## src/rtl/wasm_i2c_debug_slave.sv

```systemverilog
// I2C debug target: oversamples SCL/SDA on clk, decodes START/STOP/address/pointer/data
// and converts bus traffic into single-cycle register read/write accesses.
`timescale 1ns/1ps
module wasm_i2c_debug_slave #(
    parameter logic [6:0] DEV_ADDR    = 7'h6C,
    parameter int         SYNC_STAGES = 2
) (
    input  logic       clk,
    input  logic       rst_n,
    input  logic       i_scl,
    input  logic       i_sda,
    output logic       o_sda,
    input  logic       i_debug_ena,
    output logic [7:0] o_reg_addr,
    input  logic [7:0] i_reg_rd_data,
    output logic       o_reg_wr_vld,
    output logic [7:0] o_reg_wr_data,
    output logic       o_busy
);

    typedef enum logic [2:0] {
        ST_IDLE     = 3'd0,
        ST_ADDR     = 3'd1,
        ST_ADDR_ACK = 3'd2,
        ST_WR_BYTE  = 3'd3,
        ST_WR_ACK   = 3'd4,
        ST_RD_BYTE  = 3'd5,
        ST_RD_ACK   = 3'd6
    } state_t;

    logic [SYNC_STAGES-1:0] scl_sync_r;
    logic [SYNC_STAGES-1:0] sda_sync_r;
    logic                   scl_d_r;
    logic                   sda_d_r;
    logic                   scl_s;
    logic                   sda_s;
    logic                   scl_rise_s;
    logic                   scl_fall_s;
    logic                   start_s;
    logic                   stop_s;
    logic [7:0]             byte_in_s;

    state_t     state_r,    state_nxt_s;
    logic [3:0] bit_cnt_r,  bit_cnt_nxt_s;
    logic [7:0] shift_r,    shift_nxt_s;
    logic       rw_r,       rw_nxt_s;
    logic       phase_r,    phase_nxt_s;
    logic       first_r,    first_nxt_s;
    logic       inc_r,      inc_nxt_s;
    logic       sda_r,      sda_nxt_s;
    logic [7:0] addr_r,     addr_nxt_s;
    logic [7:0] wr_data_r,  wr_data_nxt_s;
    logic       wr_vld_r,   wr_vld_nxt_s;
    logic       busy_r,     busy_nxt_s;

    // Synchronizers plus one history stage; idle bus level is high.
    always_ff @(posedge clk or negedge rst_n) begin
        if (!rst_n) begin
            scl_sync_r <= {SYNC_STAGES{1'b1}};
            sda_sync_r <= {SYNC_STAGES{1'b1}};
            scl_d_r    <= 1'b1;
            sda_d_r    <= 1'b1;
        end else begin
            scl_sync_r <= {scl_sync_r[SYNC_STAGES-2:0], i_scl};
            sda_sync_r <= {sda_sync_r[SYNC_STAGES-2:0], i_sda};
            scl_d_r    <= scl_s;
            sda_d_r    <= sda_s;
        end
    end

    assign scl_s      = scl_sync_r[SYNC_STAGES-1];
    assign sda_s      = sda_sync_r[SYNC_STAGES-1];
    assign scl_rise_s = scl_s & ~scl_d_r;
    assign scl_fall_s = ~scl_s & scl_d_r;
    assign start_s    = scl_s & scl_d_r & sda_d_r & ~sda_s;
    assign stop_s     = scl_s & scl_d_r & ~sda_d_r & sda_s;
    assign byte_in_s  = {shift_r[6:0], sda_s};

    // Protocol FSM: next state and next value of every datapath register.
    always_comb begin
        state_nxt_s   = state_r;
        bit_cnt_nxt_s = bit_cnt_r;
        shift_nxt_s   = shift_r;
        rw_nxt_s      = rw_r;
        phase_nxt_s   = phase_r;
        first_nxt_s   = first_r;
        inc_nxt_s     = inc_r;
        sda_nxt_s     = sda_r;
        addr_nxt_s    = addr_r;
        wr_data_nxt_s = wr_data_r;
        wr_vld_nxt_s  = 1'b0;
        busy_nxt_s    = busy_r;
        if (stop_s) begin
            state_nxt_s = ST_IDLE;
            sda_nxt_s   = 1'b1;
            busy_nxt_s  = 1'b0;
        end else if (start_s) begin
            state_nxt_s   = ST_ADDR;
            bit_cnt_nxt_s = 4'd0;
            sda_nxt_s     = 1'b1;
            phase_nxt_s   = 1'b0;
        end else begin
            case (state_r)
                ST_ADDR: begin
                    if (scl_rise_s) begin
                        shift_nxt_s   = byte_in_s;
                        bit_cnt_nxt_s = bit_cnt_r + 4'd1;
                        if (bit_cnt_r == 4'd7) begin
                            // i_debug_ena only matters at this decision point
                            if ((byte_in_s[7:1] == DEV_ADDR) && i_debug_ena) begin
                                state_nxt_s = ST_ADDR_ACK;
                                rw_nxt_s    = byte_in_s[0];
                                busy_nxt_s  = 1'b1;
                                phase_nxt_s = 1'b0;
                            end else begin
                                state_nxt_s = ST_IDLE;
                                busy_nxt_s  = 1'b0;
                            end
                        end else begin
                            state_nxt_s = ST_ADDR;
                        end
                    end else begin
                        state_nxt_s = ST_ADDR;
                    end
                end
                ST_ADDR_ACK: begin
                    if (scl_fall_s) begin
                        if (!phase_r) begin
                            sda_nxt_s   = 1'b0;
                            phase_nxt_s = 1'b1;
                        end else begin
                            phase_nxt_s = 1'b0;
                            if (rw_r) begin
                                sda_nxt_s     = i_reg_rd_data[7];
                                shift_nxt_s   = {i_reg_rd_data[6:0], 1'b0};
                                bit_cnt_nxt_s = 4'd1;
                                state_nxt_s   = ST_RD_BYTE;
                            end else begin
                                sda_nxt_s     = 1'b1;
                                bit_cnt_nxt_s = 4'd0;
                                first_nxt_s   = 1'b1;
                                state_nxt_s   = ST_WR_BYTE;
                            end
                        end
                    end else begin
                        state_nxt_s = ST_ADDR_ACK;
                    end
                end
                ST_WR_BYTE: begin
                    if (scl_rise_s) begin
                        shift_nxt_s   = byte_in_s;
                        bit_cnt_nxt_s = bit_cnt_r + 4'd1;
                        if (bit_cnt_r == 4'd7) begin
                            state_nxt_s = ST_WR_ACK;
                            phase_nxt_s = 1'b0;
                            first_nxt_s = 1'b0;
                            if (first_r) begin
                                addr_nxt_s = byte_in_s;
                                inc_nxt_s  = 1'b0;
                            end else begin
                                wr_data_nxt_s = byte_in_s;
                                wr_vld_nxt_s  = 1'b1;
                                inc_nxt_s     = 1'b1;
                            end
                        end else begin
                            state_nxt_s = ST_WR_BYTE;
                        end
                    end else begin
                        state_nxt_s = ST_WR_BYTE;
                    end
                end
                ST_WR_ACK: begin
                    if (scl_fall_s) begin
                        if (!phase_r) begin
                            sda_nxt_s   = 1'b0;
                            phase_nxt_s = 1'b1;
                            inc_nxt_s   = 1'b0;
                            addr_nxt_s  = inc_r ? (addr_r + 8'd1) : addr_r;
                        end else begin
                            sda_nxt_s     = 1'b1;
                            phase_nxt_s   = 1'b0;
                            bit_cnt_nxt_s = 4'd0;
                            state_nxt_s   = ST_WR_BYTE;
                        end
                    end else begin
                        state_nxt_s = ST_WR_ACK;
                    end
                end
                ST_RD_BYTE: begin
                    if (scl_fall_s) begin
                        if (bit_cnt_r == 4'd8) begin
                            sda_nxt_s   = 1'b1;
                            phase_nxt_s = 1'b0;
                            state_nxt_s = ST_RD_ACK;
                        end else begin
                            sda_nxt_s     = shift_r[7];
                            shift_nxt_s   = {shift_r[6:0], 1'b0};
                            bit_cnt_nxt_s = bit_cnt_r + 4'd1;
                        end
                    end else begin
                        state_nxt_s = ST_RD_BYTE;
                    end
                end
                ST_RD_ACK: begin
                    // pointer moves at the ACK rise so it is settled before the load fall
                    if (scl_rise_s && !phase_r) begin
                        if (!sda_s) begin
                            addr_nxt_s  = addr_r + 8'd1;
                            phase_nxt_s = 1'b1;
                        end else begin
                            state_nxt_s = ST_IDLE;
                        end
                    end else if (scl_fall_s && phase_r) begin
                        phase_nxt_s   = 1'b0;
                        sda_nxt_s     = i_reg_rd_data[7];
                        shift_nxt_s   = {i_reg_rd_data[6:0], 1'b0};
                        bit_cnt_nxt_s = 4'd1;
                        state_nxt_s   = ST_RD_BYTE;
                    end else begin
                        state_nxt_s = ST_RD_ACK;
                    end
                end
                default: begin
                    state_nxt_s = ST_IDLE;
                    sda_nxt_s   = 1'b1;
                end
            endcase
        end
    end

    // State and datapath registers; reset releases the bus asynchronously.
    always_ff @(posedge clk or negedge rst_n) begin
        if (!rst_n) begin
            state_r   <= ST_IDLE;
            bit_cnt_r <= 4'd0;
            shift_r   <= 8'd0;
            rw_r      <= 1'b0;
            phase_r   <= 1'b0;
            first_r   <= 1'b0;
            inc_r     <= 1'b0;
            sda_r     <= 1'b1;
            addr_r    <= 8'd0;
            wr_data_r <= 8'd0;
            wr_vld_r  <= 1'b0;
            busy_r    <= 1'b0;
        end else begin
            state_r   <= state_nxt_s;
            bit_cnt_r <= bit_cnt_nxt_s;
            shift_r   <= shift_nxt_s;
            rw_r      <= rw_nxt_s;
            phase_r   <= phase_nxt_s;
            first_r   <= first_nxt_s;
            inc_r     <= inc_nxt_s;
            sda_r     <= sda_nxt_s;
            addr_r    <= addr_nxt_s;
            wr_data_r <= wr_data_nxt_s;
            wr_vld_r  <= wr_vld_nxt_s;
            busy_r    <= busy_nxt_s;
        end
    end

    assign o_sda         = sda_r;
    assign o_reg_addr    = addr_r;
    assign o_reg_wr_vld  = wr_vld_r;
    assign o_reg_wr_data = wr_data_r;
    assign o_busy        = busy_r;

endmodule

```

## config.mk

```make
export PLATFORM = sky130hd
export DESIGN_NAME = wasm_i2c_debug_slave
export DESIGN_NICKNAME = d
export VERILOG_FILES = /design/src/rtl/wasm_i2c_debug_slave.sv
export SDC_FILE = /design/constraint.sdc
export NUM_CORES = 1
export LEC_CHECK = 0
export ABC_AREA = 1
export CAP_MARGIN = 20
export CELL_PAD_IN_SITES_DETAIL_PLACEMENT = 0
export CELL_PAD_IN_SITES_GLOBAL_PLACEMENT = 1
export CORE_ASPECT_RATIO = 1.25
export CORE_MARGIN = 3
export CORE_UTILIZATION = 30
export CTS_BUF_LIST = sky130_fd_sc_hd__clkbuf_4 sky130_fd_sc_hd__clkbuf_8
export DETAILED_ROUTE_END_ITERATION = 10
export GPL_TIMING_DRIVEN = 0
export PLACE_DENSITY = 0.64
export SYNTH_ARGS = -nofsm -noshare
export SYNTH_HDL_FRONTEND = slang
export SYNTH_SLANG_ARGS = --single-unit
```

## constraint.sdc

```tcl
create_clock -name clk -period 1.75 [get_ports clk]
set_clock_uncertainty 0.05 [all_clocks]
set_input_delay 0.525 -clock clk [delete_from_list [all_inputs] [get_ports clk]]
set_output_delay 0.525 -clock clk [all_outputs]
set_load 0.05 [all_outputs]
```

==> results of run 1 <==
-- final cells by class --
| cell class | instances | area, um^2 |
|---|---|---|
| plain buffers | 8 | 86.3 |
| clock buffers | 5 | 68.8 |
| clock inverters | 3 | 46.3 |
| fillers | 945 | 4980 |
| inverters | 38 | 158 |
| multi-input cells | 283 | 1730 |
| flip-flops and latches | 44 | 1110 |
| well taps | 120 | 150 |
| repair buffers | 62 | 558 |
-- sequential cells by signal, summed over array words and instances, names as in the netlist --
| register | flops |
|---|---|
| sda_sync_r | 2 |
| inc_r | 1 |
| state_r | 3 |
| sda_d_r | 1 |
| o_reg_wr_vld | 1 |
| first_r | 1 |
| o_sda | 1 |
| scl_d_r | 1 |
| bit_cnt_r | 4 |
| phase_r | 1 |
| scl_sync_r | 2 |
| o_reg_addr | 8 |
| o_reg_wr_data | 8 |
| rw_r | 1 |
| o_busy | 1 |
| shift_r | 8 |
-- synth_stat cells (all sizes together), types with 2 or more instances --
cell,instances
nand2,129
o21ai,42
inv,38
dfrtp,37
nor2,37
nand3,32
nand4,9
buf,7
dfstp,7
o21a,7
nor3,5
xor2,5
a21oi,3
ha,3
a31oi,2
o211ai,2
-- timing repair --
action,CTS,global route
buffers inserted,16,12
pin swaps,10,29
gates resized for setup,87,78
cloned,1,1
endpoints found under the setup margin,54,42
-- worst paths after layout --
path	endpoint	slack [ps]
worst max-delay path	shift_r[0]	-20
worst min-delay path	o_reg_wr_data[1]	90
worst max register to register	shift_r[0]	-20
worst min register to register	scl_sync_r[1]	310
max in group asynchronous	bit_cnt_r[0]	1030
min in group clk	scl_sync_r[1]	310
-- routing by layer --
metal | share of wire [%] | GRT usage [%] | wire length (um) | vias up
li1 | - | - | - | 1359
met1 | 42 | 20.4 | 3550 | 1272
met2 | 51 | 29.1 | 4270 | 69
met3 | 4.5 | 2.83 | 382 | 19
met4 | 2.7 | 5.65 | 227 | 0
met5 | 0 | 0 | 0 | -
-- power by group through the flow --
stage          sequential, mW  clock (mW)  combinational [mW]
6_report                 1.55       0.827                1.64
5_1_grt                  1.60       0.908                1.81
4_1_cts                  1.55       0.864                1.54
3_5_place_dp             1.56           0                1.51
3_3_place_gp             1.55           0                1.50
2_1_floorplan            1.80           0               0.762
-- kinds of logic (layout without fill, tap and decap cells) --
kind of cell    count (synthesis)  after routing  synth area share [%]
compound gates                 60             60                  14.5
buf+inv                        46            116                  7.41
fa+ha+maj                       3              3                  1.34
simple gates                  215            215                  35.6
flops                          44             44                  39.6
xor+xnor                        5              5                  1.56
-- metrics by stage --
stage | TNS (ps) | utilization, %
after detailed placement | -5970 | 36.9
final | -86.7 | 44.0
after CTS | -106 | 40.7
after floorplan | 0 | -
after global routing | -1760 | 44.0
after global placement | -56980 | 36.7
-- worst max-delay path: cells and delay by family, from the launching register on --
kind / cells / cell delay (ps)
and+or+nand+nor: 6 / 660
buffers and inverters: 3 / 500
AOI/OAI and AO/OA: 1 / 90
DFF: 1 / 380
==> flow_summary_export.csv, run 1 <==
group,metric,value,unit
finish,design_area,0.00391,mm^2
place,gp_congestion,0.849,
critical_path,path_class,"reg -> reg",
critical_path,critPathLaunchType,"flip-flop",
floorplan,die_x,92.5,um
sta,maxSlewHeadroom,70.0,%
logic_synthesis,synth_area,0.00280,mm^2
critical_path,crit_path_frequent_cell,"nand2_2",
power_and_ir_drop,p_seq_share,38.6,%
drt,wl_per_cell,15.0,um
logic_synthesis,syn_inst,373,
floorplan,row_count,38,
global_route,grt-ovfl-total,0,
drt,first_pass_iters,5,
logic_synthesis,syn_area_per_cell,7.51,um^2
finish,n_antenna_cell,0,
sta,hold_ws,93.6,ps
power_and_ir_drop,p_int,2.29,mW
drt,drtIter0Drc,94,
logic_synthesis,synth_top_area_share,33.0,%
drt,via_count,2719,
cts,clock_path_buffers,2,
drt,final_antenna_net_count,0,
logic_synthesis,synth-edff-count,0,
logic_synthesis,synthTopCellsByArea,"dfrtp_1, nand2_1, dfstp_2",
sta,slew_violations,0,
critical_path,critPathArrivalTime,1950,ps
job,drv_cap,0,
power_and_ir_drop,p_per_area,1030,mW/mm^2
logic_synthesis,synth-main-ff-cell,"dfrtp_1",
cts,holdBufCountCts,0,
power_and_ir_drop,vdd_drop_max,0.384,mV
critical_path,cp.required,1930,ps
cts,cts_tree,"yes",
floorplan,die_y,114,um
critical_path,crit_start,"state_r[2]",
cts,clock_sinks,44,
place,pre_cts_ws,-309,ps
sta,tightestPinTransition,451,ps
sta,period_share,101,%
status,outcome,"complete, but fails checks",
critical_path,slowest_stage,"dfrtp_1",
sta,finalWorstSetupSlack,-18.6,ps
critical_path,critPathMaxFanout,8,
finish,syn_to_final_growth,39.6,%
sta,fmax,0.565,GHz
power_and_ir_drop,swShare,43.1,%
place,dp_hpwl,6120,um
finish,final_nets,458,
global_route,grt_pass1_wl,13700,um
power_and_ir_drop,power,4.02,mW
drt,viasPerCell,4.83,
drt,wirelength,8430,um
critical_path,reg2reg_from,"state_r[2]",
place,placedCellCount,525,
logic_synthesis,async_flop_share,100,%
critical_path,critPathCaptureType,"flip-flop",
sta,report.final.setup_viol,7,
status,violations,"setup timing",
min_path,min_path_type,"in -> async",
critical_path,critPathMaxStageDelay,380,ps
logic_synthesis,ys_seq_elements,44,
cts,cts.clk_slew.worst_paths,100,ps
logic_synthesis,syn_nets,389,
global_route,grt_pass1_vias,2690,
finish,final_common_cell,"nand2_1",
floorplan,core-area,0.00889,mm^2
floorplan,io_pins,32,
power_and_ir_drop,clockPowerShare,20.6,%
finish,layout_common_cells,"nand2_1, dfrtp_1, inv_1, buf_4, nand2_2",
logic_synthesis,yosys_warnings,0,
drt,drcViolationCount,0,
logic_synthesis,yosysTopAreaCell,"dfrtp_1",
cts,cts_root_buf,"clkbuf_8",
cts,numCtsBuffers,5,
global_route,grt_max_degree,27,
power_and_ir_drop,combPwrFrac,40.8,%
sta,hold_violations,0,
power_and_ir_drop,power.leakage,1.81,nW
sta,min_period,1770,ps
place,io_buffers,31,
place,dpl_cell_area,0.00328,mm^2
finish,layout-drive-gt1-share,39.7,%
logic_synthesis,ys_seq_area_share,39.6,%
logic_synthesis,synth_cell_types,40,
power_and_ir_drop,switchingPower,1.73,mW
critical_path,cp_cell_sequence,"buf_6, buf_4, nand2_4, nor2_4, nand2_2, nand2_2, nor3_4, nand3_4, clkbuf_16, o21ai_2",
cts,htree_levels,2,
finish,final_cells,563,
global_route,antenna_found_initial,0,
sta,rsz0062_at_grt,"yes",
floorplan,dieArea,0.0105,mm^2
floorplan,start_util,31.5,%
global_route,grtUsageTotal,16.6,%
critical_path,reg2reg_depth,10,
cts,insertion_delay,310,ps
Note: power is estimated with default switching activity, not from simulation.
==> run 2: changes to the inputs <==
CORE_MARGIN = 2   (was 3)
clock period = 2.1 ns   (was 1.75 ns; I/O delays follow)
==> run 2 against run 1 <==
Compared with the run above: the run now ends clean; register-to-register slack better by 200 ps; hold slack better by 84 ps; via count is 4.6% lower; total power is 21% lower; non-clock buffer count is 30 lower; combinational power is 27% lower; final cell count is 4.8% lower; sequential share of layout area is 4.2 points higher; first-iteration DRC count is 11% higher; core utilization is 6.8 points lower; sequential power is 18% lower; clock-buffer cell count stayed put; largest power group is now sequential cells.
==> flow_summary_export.csv, run 2 (synthesis gave the netlist of run 1 again) <==
group,metric,value,unit
finish,syn_to_final_growth,21.2,%
floorplan,io_pins,32,
floorplan,die_x,90.5,um
floorplan,row_count,39,
finish,nFillCells,990,
finish,final_nets,428,
power_and_ir_drop,power.leakage,1.66,nW
critical_path,path_class,"reg -> out",
drt,wl_per_cell,14.8,um
sta,maxSlewHeadroom,67.2,%
cts,cts_root_buf,"clkbuf_8",
critical_path,cp_cell_sequence,"clkdlybuf4s15_1",
drt,drcViolationCount,0,
global_route,grtUsageTotal,16.7,%
power_and_ir_drop,vdd_drop_max,0.365,mV
drt,final_antenna_net_count,0,
cts,holdBufCountCts,0,
floorplan,dieArea,0.0101,mm^2
global_route,antenna_found_initial,0,
finish,layout_common_cells,"nand2_1, dfrtp_1, inv_1, nor2_1, nand3_1",
min_path,min_path_type,"in -> async",
sta,min_period,2030,ps
critical_path,reg2reg_depth,9,
sta,slew_violations,0,
drt,viasPerCell,4.84,
job,drv_cap,0,
sta,tightestPinTransition,494,ps
global_route,grt_pass1_wl,13500,um
critical_path,crit_family,"flip-flops",
status,outcome,"complete, no violations",
critical_path,critPathMaxStageDelay,540,ps
critical_path,cp.required,1420,ps
global_route,grt_pass1_vias,2640,
drt,via_count,2593,
finish,layout-drive-gt1-share,18.6,%
cts,clock_path_buffers,2,
critical_path,slowest_stage,"dfstp_2",
floorplan,core-area,0.00913,mm^2
critical_path,ff2ff_setup_slack,180,ps
finish,final_common_cell,"nand2_1",
critical_path,critPathArrivalTime,1350,ps
critical_path,critPathCaptureType,"output pin",
critical_path,reg2reg_from,"bit_cnt_r[0]",
place,gp_congestion,0.838,
sta,period_share,96.7,%
finish,n_antenna_cell,0,
place,io_buffers,31,
critical_path,rr_endpoint,"o_reg_wr_data[6]",
sta,fmax,0.492,GHz
critical_path,critPathMaxFanout,2,
cts,numCtsBuffers,5,
cts,insertion_delay,320,ps
critical_path,critPathBufInv,1,
cts,cts_tree,"yes",
drt,wirelength,7950,um
global_route,grt_max_degree,31,
sta,hold_violations,0,
power_and_ir_drop,power,3.19,mW
critical_path,critPathLaunchType,"flip-flop",
floorplan,die_y,112,um
floorplan,start_util,30.7,%
cts,cts.clk_slew.worst_paths,100,ps
drt,first_pass_iters,4,
drt,drtIter0Drc,104,
cts,post_cts_buffers,0,
global_route,grt-ovfl-total,0,
sta,report.final.setup_viol,0,
cts,clock_sinks,44,
sta,rsz0062_at_grt,"no",
cts,htree_levels,2,
sta,hold_ws,177,ps
place,dp_hpwl,6100,um
power_and_ir_drop,p_per_area,939,mW/mm^2
[run 2: cell types whose count changed in the layout (fill, tap and decap cells not counted), sizes merged]
cell	delta
buf	-35
dlygate4sd2	+18
clkdlybuf4s15	-9
clkbuf	-4
[run 2: worst max-delay path by stage]
| stage | startpoint | to | cells after the start |
|---|---|---|---|
| floorplan | scl_sync_r[1] | o_reg_addr[0] | 10 |
| global route | bit_cnt_r[0] | o_reg_wr_data[6] | 9 |
| global placement | rst_n | bit_cnt_r[1] | 1 |
| finish | o_sda | o_sda | 1 |
| detailed placement | i_debug_ena | phase_r | 10 |
| CTS | o_sda | o_sda | 1 |
[run 2: stage by stage]
stage	worst slack (ps)	instances	util, %	setup TNS, ps	cell area [um^2]
6_report	68.9	536	37.2	0	3400
4_1_cts	20.5	536	37.0	0	3370
5_1_grt	17.6	536	37.2	0	3400
2_1_floorplan	470	373	-	0	2800
3_5_place_dp	31.7	528	36.0	0	3280
3_3_place_gp	-1010	527	35.8	-40590	3270
[run 2: repair_timing]
action	in CTS	in global routing
gates cloned	0	0
pin swaps	0	0
gates resized for setup	19	6
endpoints found under the setup margin	19	19
[run 2: cell type report]
type,count,area [um^2],area share [%]
flip-flops and latches,44,1110,32.7
multi-input cells,283,1510,44.4
well taps,123,154,4.53
inverters,38,148,4.35
plain buffers,8,60.1,1.77
repair buffers,32,303,8.92
clock inverters,3,46.3,1.36
clock buffers,5,68.8,2.03
[run 2: power breakdown]
group	switching, mW	internal, mW
Combinational	0.807	0.394
Sequential	0.226	1.05
Clock	0.353	0.359
Total	1.39	1.80
[run 2: routing by layer]
layer,vias up,GRT usage [%],wire length (um)
met2,42,29.8,3970
met5,-,0,0
met3,12,2.68,188
li1,1290,-,-
met4,0,5.74,171
met1,1249,20.6,3620
==> RTL edit, RTL diff (config.mk and constraints of run 1) <==
Remove the register `wr_vld_r`: a continuous assignment takes its place, so the output `o_reg_wr_vld` follows one clock earlier.
--- a/src/rtl/wasm_i2c_debug_slave.sv
+++ b/src/rtl/wasm_i2c_debug_slave.sv
@@ -243,3 +243,2 @@
             wr_data_r <= 8'd0;
-            wr_vld_r  <= 1'b0;
             busy_r    <= 1'b0;
@@ -256,3 +255,2 @@
             wr_data_r <= wr_data_nxt_s;
-            wr_vld_r  <= wr_vld_nxt_s;
             busy_r    <= busy_nxt_s;
@@ -260,2 +258,4 @@
     end
+
+    assign wr_vld_r = wr_vld_nxt_s;
 
Check against the original RTL: same outputs for any inputs over 10 cycles, from zero or initial values and one cycle with rst_n low; that may be too few to reach the edited logic, so the function may still have changed.
==> RTL edit against run 1 <==
The run still ends with negative setup slack left; clock power up 2%; setup slack worse by 0.47 ns; routed wire length increased by 1.9%; synthesized area down 3.7%; combinational power down 21%; design area fell by 5.0%; sequential cell count down 1; count of clock-buffer cells in the layout unchanged; synthesized cell count grew 4.6%; total power shrank 12%; first-iteration DRC count increased by 24%; critical path type is now reg2out; critical endpoint is now o_reg_wr_vld.
==> RTL edit: results (changes against run 1) <==
status = complete, but fails checks (unchanged)
failing checks = negative setup slack (unchanged)
antenna cells = 0 (unchanged)
pre-CTS setup slack = -1.345 ns (was -0.3087 ns)
Max Used Layer = met4 (unchanged)
Post-synth ARST share = 100.0% (unchanged)
leakage dissipation = 1.830 nW (was 1.808 nW)
H-tree depth = 2 (unchanged)
Hold/Removal Path Class = in2async (unchanged)
first-pass GRT wire length = 14230 um (was 13720 um)
Total Routed Length = 8585 um (was 8429 um)
maximum buffer depth of the clock tree = 2 (unchanged)
initial drt markers = 117 (was 94)
Worst path max stage delay = 0.38 ns (about the same)
M1 WL = 3914 um (was 3547 um)
Via Count = 2825 (was 2719)
Num CTS Buffers = 5 (unchanged)
Final nets = 475 (was 458)
final setup margin = -0.4880 ns (was -0.01865 ns)
largest net degree at the start of global routing = 28 (was 27)
Data arrival, critical path = 1.66 ns (was 1.95 ns)
Synth Flop Type = dfrtp_1 (unchanged)
Met3 Routed Length = 354 um (was 382 um)
R2R setup slack = -0.21 ns (was -0.02 ns)
Clk Latency, worst-skew pair = 0.31 ns (about the same)
Slew @ Worst Pin = 0.4267 ns (was 0.4506 ns)
clock root cell = clkbuf_8 (unchanged)
gr usage total = 17.53% (was 16.57%)
VDD IR max = 0.0005673 V (was 0.0003837 V)
fillers = 934 (was 945)
CP max FO = 2 (was 8)
synth top area cells = dfrtp_1 (33%), nand2_1 (18%), nand3_1 (7.8%) (was dfrtp_1 (33%), nand2_1 (16%), dfstp_2 (6.6%))
hpwl dp = 5940 um (was 6123 um)
Final Max Slew Viols = 0 (unchanged)
initial antenna violation count = 0 (unchanged)
Critical-path top delay cell = dfrtp_1 (unchanged)
Yosys warnings = 0 (unchanged)
Clk pin slew, worst setup/hold paths = 0.10 ns (about the same)
Seq/Total Area, Yosys = 40.18% (was 39.60%)
layout cells sized above 1 = 27.61% (was 39.73%)
commonest cells in the synthesized netlist = nand2_1 (133), nand3_1 (42), nor2_1 (39) (was nand2_1 (121), dfrtp_1 (37), nor2_1 (30))
Distinct cells, synth = 30 (was 40)
port bufs = 31 (unchanged)
Initial DRT Pass Iterations = 5 (unchanged)
setup tns final = -4.240 ns (was -0.08674 ns)
Routability Congestion = 0.8840 (was 0.8486)
syn_nets = 406 (was 389)
hold_buf cts = 0 (unchanged)
metal2 WL = 4219 um (was 4271 um)
Finish-stage setup viols = 32 (was 7)
[RTL edit: cell count changes after synthesis, moves of 5 or more]
cell	run 1	this run
o21ai_0	21	37
o21ai_2	16	0
nand3_1	27	42
nand2_1	121	133
nor2_1	30	39
inv_1	28	34
nand2_2	6	1
o21a_1	7	2
[RTL edit: stage by stage]
| stage | area, um2 | utilization, % | hold WS (ns) | cells |
|---|---|---|---|---|
| global placement | 3183 | 36.58 | 0.2965 | 541 |
| floorplan | 2723 | - | 0.1794 | 390 |
| finish | 3717 | 42.72 | 0.07811 | 580 |
| global route | 3717 | 42.72 | 0.1056 | 580 |
| CTS | 3562 | 40.94 | 0.09833 | 567 |
| detailed placement | 3198 | 36.76 | 0.2976 | 542 |
[RTL edit: layer usage]
| metal | up-vias | GRT usage, % |
|---|---|---|
| li1 | 1409 | - |
| met1 | 1332 | 23.08 |
| met2 | 77 | 29.49 |
| met3 | 7 | 2.145 |
| met4 | 0 | 6.740 |
| met5 | - | 0 |
[RTL edit: kinds of logic after synthesis]
group,Yosys count,share of synthesized area (%)
compound gates,50,9.777
xor+xnor,5,1.622
fa+ha+maj,3,1.390
buf+inv,46,6.765
flops,43,40.18
simple gates,243,40.27
[RTL edit: layout make-up]
cell class,count,share of cell area (%)
Inverter,38,4.241
Buffer,6,1.481
Clock buffer,5,1.851
Timing Repair Buffer,64,15.62
Multi-Input combinational cell,301,42.24
Sequential cell,43,29.25
Tap cell,120,4.039
Clock inverter,3,1.279
[RTL edit: path summary, 6_finish.rpt]
path | startpoint | to | cells past startpoint
max | bit_cnt_r[0]$_DFFE_PN0P_ | o_reg_wr_vld | 8
min | rst_n | state_r[2]$_DFFE_PN0P_ | 1
max reg2reg | state_r[1]$_DFFE_PN0P_ | o_reg_addr[4]$_DFFE_PN0P_ | 12
min reg2reg | sda_sync_r[0]$_DFF_PN1_ | sda_sync_r[1]$_DFF_PN1_ | 0
max in group asynchronous | rst_n | shift_r[4]$_DFFE_PN0P_ | 2
min in group clk | sda_sync_r[0]$_DFF_PN1_ | sda_sync_r[1]$_DFF_PN1_ | 0
[RTL edit: repair_timing]
item | in CTS | in global routing
pin swaps | 9 | 11
resized for setup | 101 | 32
setup buffers | 18 | 13
setup endpoints to repair | 55 | 39
cloned | 1 | 0
[RTL edit: power breakdown]
part	total [mW]	switching [mW]	internal, mW
clock network	0.847	0.413	0.434
logic	1.29	0.838	0.455
registers	1.40	0.200	1.20
[RTL edit: worst max-delay path: cells and delay by family, from the launching register on]
kind | cells | cell delay [ns]
buf+inv | 2 | 0.20
simple gates | 5 | 0.56
fa+ha+maj | 1 | 0.21
flops | 1 | 0.38
